`src/rtl/sc_datapath_pkg.sv`:
```
// sc_datapath_pkg: shared widths, constants and helpers for the SC datapath.
package sc_datapath_pkg;

   localparam int DATAWIDTH_BUS                  = 8;
   localparam int DATAWIDTH_DECODER_SELECTION    = 3;
   localparam int DATAWIDTH_MUX_SELECTION        = 3;
   localparam int DATAWIDTH_ALU_SELECTION        = 4;
   localparam int DATAWIDTH_REGSHIFTER_SELECTION = 2;

   localparam logic [7:0] DATA_FIXED_REGFIX0 = 8'd0;
   localparam logic [7:0] DATA_FIXED_REGFIX1 = 8'd1;

   // ALU opcodes; every code not listed passes BUSA through
   localparam logic [3:0] ALU_BUSA = 4'b0000;
   localparam logic [3:0] ALU_OR   = 4'b0001;
   localparam logic [3:0] ALU_AND  = 4'b0010;
   localparam logic [3:0] ALU_NOTA = 4'b0011;
   localparam logic [3:0] ALU_XOR  = 4'b0100;
   localparam logic [3:0] ALU_ADD  = 4'b1000;
   localparam logic [3:0] ALU_SUB  = 4'b1001;
   localparam logic [3:0] ALU_INC  = 4'b1010;
   localparam logic [3:0] ALU_DEC  = 4'b1011;

   // BUSA/BUSB source codes; 110/111 read as zero
   localparam logic [2:0] MUX_GENREG0 = 3'b000;
   localparam logic [2:0] MUX_GENREG1 = 3'b001;
   localparam logic [2:0] MUX_GENREG2 = 3'b010;
   localparam logic [2:0] MUX_GENREG3 = 3'b011;
   localparam logic [2:0] MUX_REGFIX0 = 3'b100;
   localparam logic [2:0] MUX_REGFIX1 = 3'b101;
   localparam logic [2:0] MUX_ZERO    = 3'b110;

   // Clear/load decoder code that selects no register
   localparam logic [2:0] DEC_NONE = 3'b111;

   localparam logic [1:0] SHIFT_LEFT  = 2'b01;
   localparam logic [1:0] SHIFT_RIGHT = 2'b10;

   // Active-low status flags as returned to the control unit
   typedef struct packed {
      logic overflow_n;
      logic carry_n;
      logic negative_n;
      logic zero_n;
   } flags_t;

   // Signed overflow of a + b = s: operands agree in sign, result does not
   function automatic logic fn_add_overflow(input logic [7:0] a,
                                            input logic [7:0] b,
                                            input logic [7:0] s);
      return (a[7] == b[7]) && (s[7] != a[7]);
   endfunction

endpackage

```
`src/rtl/sc_datapath_alu.sv`:
```
// sc_datapath_alu: combinational ALU; all arithmetic shares one 9-bit adder.
module sc_datapath_alu
   import sc_datapath_pkg::*;
(
   input  logic [DATAWIDTH_BUS-1:0]           i_a,
   input  logic [DATAWIDTH_BUS-1:0]           i_b,
   input  logic [DATAWIDTH_ALU_SELECTION-1:0] i_sel,
   output logic [DATAWIDTH_BUS-1:0]           o_r,
   output logic                               o_carry,
   output logic                               o_overflow
);

   logic [7:0] w_op_b;
   logic       w_cin;
   logic       w_arith;
   logic [8:0] w_sum;

   // Select the second adder operand and carry-in for ADD/SUB/INC/DEC
   always_comb begin
      w_op_b  = i_b;
      w_cin   = 1'b0;
      w_arith = 1'b0;
      case (i_sel)
         ALU_ADD: begin w_op_b = i_b;   w_cin = 1'b0; w_arith = 1'b1; end
         ALU_SUB: begin w_op_b = ~i_b;  w_cin = 1'b1; w_arith = 1'b1; end
         ALU_INC: begin w_op_b = 8'h00; w_cin = 1'b1; w_arith = 1'b1; end
         ALU_DEC: begin w_op_b = 8'hFF; w_cin = 1'b0; w_arith = 1'b1; end
         default: begin w_op_b = i_b;   w_cin = 1'b0; w_arith = 1'b0; end
      endcase
   end

   assign w_sum = {1'b0, i_a} + {1'b0, w_op_b} + {8'd0, w_cin};

   // Result selection; unused opcodes pass BUSA
   always_comb begin
      o_r = i_a;
      case (i_sel)
         ALU_BUSA: o_r = i_a;
         ALU_OR:   o_r = i_a | i_b;
         ALU_AND:  o_r = i_a & i_b;
         ALU_NOTA: o_r = ~i_a;
         ALU_XOR:  o_r = i_a ^ i_b;
         ALU_ADD,
         ALU_SUB,
         ALU_INC,
         ALU_DEC:  o_r = w_sum[7:0];
         default:  o_r = i_a;
      endcase
   end

   // Carry/overflow are meaningful only for adder operations
   always_comb begin
      if (w_arith) begin
         o_carry    = w_sum[8];
         o_overflow = fn_add_overflow(i_a, w_op_b, w_sum[7:0]);
      end else begin
         o_carry    = 1'b0;
         o_overflow = 1'b0;
      end
   end

endmodule

```
`src/rtl/sc_datapath.sv`:
```
// sc_datapath: register file, read muxes, ALU, shifter (BUSC) and status flags.
module sc_datapath
   import sc_datapath_pkg::*;
(
   input  logic                                      SC_DATAPATH_CLOCK_50,
   input  logic                                      SC_DATAPATH_RESET_InHigh,
   input  logic [DATAWIDTH_DECODER_SELECTION-1:0]    SC_DATAPATH_decoderclearselection_InBUS,
   input  logic [DATAWIDTH_DECODER_SELECTION-1:0]    SC_DATAPATH_decoderloadselection_InBUS,
   input  logic [DATAWIDTH_MUX_SELECTION-1:0]        SC_DATAPATH_muxselectionBUSA_InBUS,
   input  logic [DATAWIDTH_MUX_SELECTION-1:0]        SC_DATAPATH_muxselectionBUSB_InBUS,
   input  logic [DATAWIDTH_ALU_SELECTION-1:0]        SC_DATAPATH_aluselection_InBUS,
   input  logic                                      SC_DATAPATH_regSHIFTERclear_InLow,
   input  logic                                      SC_DATAPATH_regSHIFTERload_InLow,
   input  logic [DATAWIDTH_REGSHIFTER_SELECTION-1:0] SC_DATAPATH_regSHIFTERshiftselection_InLow,
   output logic [DATAWIDTH_BUS-1:0]                  SC_DATAPATH_BUSC_OutBUS,
   output logic                                      SC_DATAPATH_overflow_OutLow,
   output logic                                      SC_DATAPATH_carry_OutLow,
   output logic                                      SC_DATAPATH_negative_OutLow,
   output logic                                      SC_DATAPATH_zero_OutLow
);

   logic [3:0][7:0] r_genreg;
   logic [7:0]      r_shifter;
   flags_t          r_flags;

   logic [7:0]      w_busa;
   logic [7:0]      w_busb;
   logic [7:0]      w_alu_r;
   logic            w_alu_carry;
   logic            w_alu_overflow;

   // Source selection shared by BUSA and BUSB
   function automatic logic [7:0] fn_mux_read(input logic [2:0]      sel,
                                              input logic [3:0][7:0] regs);
      logic [7:0] v;
      case (sel)
         MUX_GENREG0: v = regs[0];
         MUX_GENREG1: v = regs[1];
         MUX_GENREG2: v = regs[2];
         MUX_GENREG3: v = regs[3];
         MUX_REGFIX0: v = DATA_FIXED_REGFIX0;
         MUX_REGFIX1: v = DATA_FIXED_REGFIX1;
         default:     v = 8'd0;
      endcase
      return v;
   endfunction

   assign w_busa = fn_mux_read(SC_DATAPATH_muxselectionBUSA_InBUS, r_genreg);
   assign w_busb = fn_mux_read(SC_DATAPATH_muxselectionBUSB_InBUS, r_genreg);

   sc_datapath_alu u_alu (
      .i_a        (w_busa),
      .i_b        (w_busb),
      .i_sel      (SC_DATAPATH_aluselection_InBUS),
      .o_r        (w_alu_r),
      .o_carry    (w_alu_carry),
      .o_overflow (w_alu_overflow)
   );

   // Shifter: clear > load > shift > hold, one action per edge
   always_ff @(posedge SC_DATAPATH_CLOCK_50 or posedge SC_DATAPATH_RESET_InHigh) begin
      if (SC_DATAPATH_RESET_InHigh) begin
         r_shifter <= 8'd0;
      end else if (!SC_DATAPATH_regSHIFTERclear_InLow) begin
         r_shifter <= 8'd0;
      end else if (!SC_DATAPATH_regSHIFTERload_InLow) begin
         r_shifter <= w_alu_r;
      end else begin
         case (SC_DATAPATH_regSHIFTERshiftselection_InLow)
            SHIFT_LEFT:  r_shifter <= {r_shifter[6:0], 1'b0};
            SHIFT_RIGHT: r_shifter <= {1'b0, r_shifter[7:1]};
            default:     r_shifter <= r_shifter;
         endcase
      end
   end

   // Flags follow the ALU only on an effective shifter load (not under clear)
   always_ff @(posedge SC_DATAPATH_CLOCK_50 or posedge SC_DATAPATH_RESET_InHigh) begin
      if (SC_DATAPATH_RESET_InHigh) begin
         r_flags <= 4'b1111;
      end else if (SC_DATAPATH_regSHIFTERclear_InLow && !SC_DATAPATH_regSHIFTERload_InLow) begin
         r_flags.overflow_n <= ~w_alu_overflow;
         r_flags.carry_n    <= ~w_alu_carry;
         r_flags.negative_n <= ~w_alu_r[7];
         r_flags.zero_n     <= (w_alu_r != 8'd0);
      end else begin
         r_flags <= r_flags;
      end
   end

   // General registers: per register, clear beats load; load takes pre-edge BUSC
   always_ff @(posedge SC_DATAPATH_CLOCK_50 or posedge SC_DATAPATH_RESET_InHigh) begin
      if (SC_DATAPATH_RESET_InHigh) begin
         r_genreg <= {4{8'd0}};
      end else begin
         for (int n = 0; n < 4; n++) begin
            if (SC_DATAPATH_decoderclearselection_InBUS == n[2:0]) begin
               r_genreg[n] <= 8'd0;
            end else if (SC_DATAPATH_decoderloadselection_InBUS == n[2:0]) begin
               r_genreg[n] <= r_shifter;
            end else begin
               r_genreg[n] <= r_genreg[n];
            end
         end
      end
   end

   assign SC_DATAPATH_BUSC_OutBUS     = r_shifter;
   assign SC_DATAPATH_overflow_OutLow = r_flags.overflow_n;
   assign SC_DATAPATH_carry_OutLow    = r_flags.carry_n;
   assign SC_DATAPATH_negative_OutLow = r_flags.negative_n;
   assign SC_DATAPATH_zero_OutLow     = r_flags.zero_n;

endmodule

```
`config.mk`:
```
export PLATFORM = sky130hd
export DESIGN_NAME = sc_datapath
export DESIGN_NICKNAME = d
export VERILOG_FILES = /design/src/rtl/sc_datapath_pkg.sv /design/src/rtl/sc_datapath_alu.sv /design/src/rtl/sc_datapath.sv
export SDC_FILE = /design/constraint.sdc
export NUM_CORES = 1
export LEC_CHECK = 0
export CORE_ASPECT_RATIO = 0.7
export CORE_MARGIN = 2
export CORE_UTILIZATION = 45
export DETAILED_ROUTE_END_ITERATION = 8
export PLACE_DENSITY = 0.65
export SYNTH_ARGS = -nofsm -noshare
export SYNTH_HDL_FRONTEND = slang
export SYNTH_SLANG_ARGS = --single-unit
```
`constraint.sdc`:
```
create_clock -name SC_DATAPATH_CLOCK_50 -period 4 [get_ports SC_DATAPATH_CLOCK_50]
set_input_delay 0.8 -clock SC_DATAPATH_CLOCK_50 [delete_from_list [all_inputs] [get_ports SC_DATAPATH_CLOCK_50]]
set_output_delay 0.8 -clock SC_DATAPATH_CLOCK_50 [all_outputs]
set_load 0.01 [all_outputs]
```
==> summary.txt <==
Post-Syn Area -> 3600 µm²
Crit. End Element -> register
Worst min-delay path startpoint -> SC_DATAPATH_negative_OutLow
Psw -> 379 µW
Worst slack, placed -> -368 ps
Crit. Startpoint -> SC_DATAPATH_muxselectionBUSA_InBUS[1]
CP Data Arrival Time -> 4010 ps
Int Power -> 885 µW
Number of placement rows -> 27
Die area -> 8740 µm²
CTS Buf Count -> 5
Critical path type -> in -> reg
GRT Resource Usage Total -> 24.2%
ANT cells -> 0
Vias in the first global route -> 3216
Design Power -> 1260 µW
Clock power share -> 31.5%
Endpoints failing setup -> 0
Initial antenna violation count -> 0
Final period utilization -> 94.8%
Maximum fanout along the worst path -> 6
WL/cell -> 18.8 µm
Yosys reg bits -> 44
Post-synth EDFFs -> 0
Global route overflow -> 0
Post-route minimum period -> 3790 ps
Synth cell count leaders -> dfrtp_1 (40), a22o_1 (32), nor2_1 (29), nand2_1 (27), inv_1 (25)
Die H -> 78.8 µm
Area of the multi-input gates -> 2310 µm²
Flop pwr share -> 41.1%
Max VDD drop -> 0.000157 V
Share of post-route cells with drive strength above 1 -> 19.1%
Maximum clock rate -> 264 MHz
Final setup skew -> 5.64 ps
Placer Congestion -> 0.961
Global-route wire length before repair -> 16.9 mm
Seq. cell area -> 1110 µm²
Clk_lat worst skew -> 280 ps
CTS tree -> built
WL final -> 10.3 mm
Static leakage -> 0.00213 µW
Post-synthesis cell count -> 373
Clock tree buffer depth -> 2
RR Endpoint -> SC_DATAPATH_zero_OutLow
Top cell type's share of synthesized area -> 27.8%
Hold-fix buffers at CTS -> 0
ANT nets after route -> 0
Reg clk slew, reported paths -> 60 ps
Finished Layout Cells -> 547
Hpwl dp -> 7.87 mm
Setup crit start kind -> primary input
Final-stage net count -> 493
Post-synth net total -> 421
I/O pin cnt -> 34
Worst Tran Pin Value -> 961 ps
Gate power share -> 27.4%
Switching Fraction -> 30.0%
# fillers -> 677
Drt first pass iters -> 6
Pin count of the biggest net entering global routing -> 45
Placed Instances -> 539
Max Cap Viol -> 0
Cell variety after synth -> 62
Syn. warnings -> 0
Clock Sinks -> 44
Worst min path class -> reg -> reg
Power Density -> 281 nW/µm²
Post-CTS setup buffer count -> 0
Worst setup path end -> SC_DATAPATH_zero_OutLow
Syn avg cell area -> 9.64 µm²
Required time of the critical path -> 4210 ps
Port bufs -> 33
Final Max Tran Viols -> 0
Setup TNS Final -> 0 ps
Sequential area share after synthesis -> 30.7%
Clock Root Buffer -> clkbuf_16
Vias per std cell -> 6.12
Cell taking the most area after synthesis -> dfrtp_1
Die W -> 111 µm
Main synth FF type -> dfrtp_1
Core area -> 7800 µm²
Starting density of the core -> 46.1%
Final hold viol count -> 0
Async SR Flop Fraction -> 100%
Reg2reg path depth -> 14
Outcome -> completed
Most area-consuming cells after synthesis -> dfrtp_1 (28%), ha_1 (8.3%), a22o_1 (7.8%)
Final setup margin -> 206 ps
Drt drc -> 0
Via count -> 3349
H-tree levels -> 2
Drt initial violations -> 288
Slew headroom -> 36.0%
Area Overhead vs Synth -> 25.0%
RSZ-0062 raised after global routing -> false
Most frequent cell after synthesis -> dfrtp_1
Internal reg-to-reg setup slack -> 800 ps
R2r startpoint -> r_genreg[8]
## logic make-up (layout without fill, tap and decap cells)
family	after synthesis	count (layout)	synth area share, %
DFF	44	44	30.7
AOI/OAI and AO/OA	117	117	23.8
adders and majority gates	26	26	9.46
buffers and inverters	44	117	5.84
muxes	24	24	12.4
and+or+nand+nor	112	112	16.1
xor gates and xnor gates	6	6	1.67
## final cells by class
| type | instances | area share [%] |
|---|---|---|
| inverters | 25 | 2.09 |
| repair buffers | 84 | 16.0 |
| well taps | 101 | 2.81 |
| flip-flops and latches | 44 | 24.6 |
| clock inverters | 3 | 0.417 |
| multi-input cells | 285 | 51.3 |
| clock buffers | 5 | 2.78 |
## metrics by stage
step           area [µm²]  hold WS (ps)  util (%)
3_3_place_gp         4320           454      55.4
6_report             4500           471      57.6
2_1_floorplan        3600           470         -
3_5_place_dp         4320           465      55.4
5_1_grt              4500           521      57.6
4_1_cts              4460           474      57.2
## per-layer routing
layer	up-vias	GRT usage, %	share of wire (%)
li1	1550	-	-
met1	1626	37.1	49
met2	156	34.7	41
met3	17	5.11	8.5
met4	0	5.88	1.1
met5	-	0	0
## state kept, by name, summed over array words and instances (netlist names)
| signal | flops |
|---|---|
| r_genreg | 32 |
| SC_DATAPATH_BUSC_OutBUS | 8 |
| SC_DATAPATH_overflow_OutLow | 1 |
| SC_DATAPATH_carry_OutLow | 1 |
| SC_DATAPATH_zero_OutLow | 1 |
| SC_DATAPATH_negative_OutLow | 1 |
## power groups by stage
| stage | Sequential [µW] | Clock [µW] | Combinational [µW] |
|---|---|---|---|
| 3_3_place_gp | 524 | 0 | 334 |
| 2_1_floorplan | 515 | 0 | 203 |
| 5_1_grt | 523 | 428 | 379 |
| 4_1_cts | 518 | 405 | 341 |
| 6_report | 520 | 398 | 346 |
| 3_5_place_dp | 525 | 0 | 339 |
## placed cells by master (no fill, tap or decap), types with 8 or more instances in the layout
cell type,netlist,final
buf_4,1,51
dfrtp_1,40,40
a22o_1,32,32
clkdlybuf4s50_1,0,31
nor2_1,29,29
nand2_1,27,27
inv_1,25,24
ha_1,24,24
a21oi_1,17,17
o21ai_0,16,15
o22ai_1,15,15
nand2b_1,14,14
mux4_2,8,8
## worst min path at each step
| stage | endpoint | slack (ps) | depth (start not counted) |
|---|---|---|---|
| detailed placement | SC_DATAPATH_negative_OutLow | 460 | 2 |
| CTS | SC_DATAPATH_negative_OutLow | 470 | 2 |
| finish | SC_DATAPATH_negative_OutLow | 470 | 2 |
| floorplan | SC_DATAPATH_negative_OutLow | 470 | 2 |
| global route | SC_DATAPATH_negative_OutLow | 520 | 2 |
| global placement | SC_DATAPATH_negative_OutLow | 450 | 2 |
## critical path, stage by stage
cell             delay [ps]
clkdlybuf4s50_1         500
buf_4                   180
mux4_1                  560
nand2b_1                110
inv_1                    70
ha_1                    330
a21oi_1                 190
a21boi_1                130
o21ai_1                 250
o2bb2ai_1               190
xor2_1                  160
o22ai_1                 150
o32a_1                  380
## what timing repair did
| item | 4_1_cts | 5_1_grt |
|---|---|---|
| resized for setup | 1 | 9 |
| setup endpoints to repair | 1 | 7 |
| pin swaps | 0 | 5 |
Note: power is estimated with default switching activity, not from simulation.
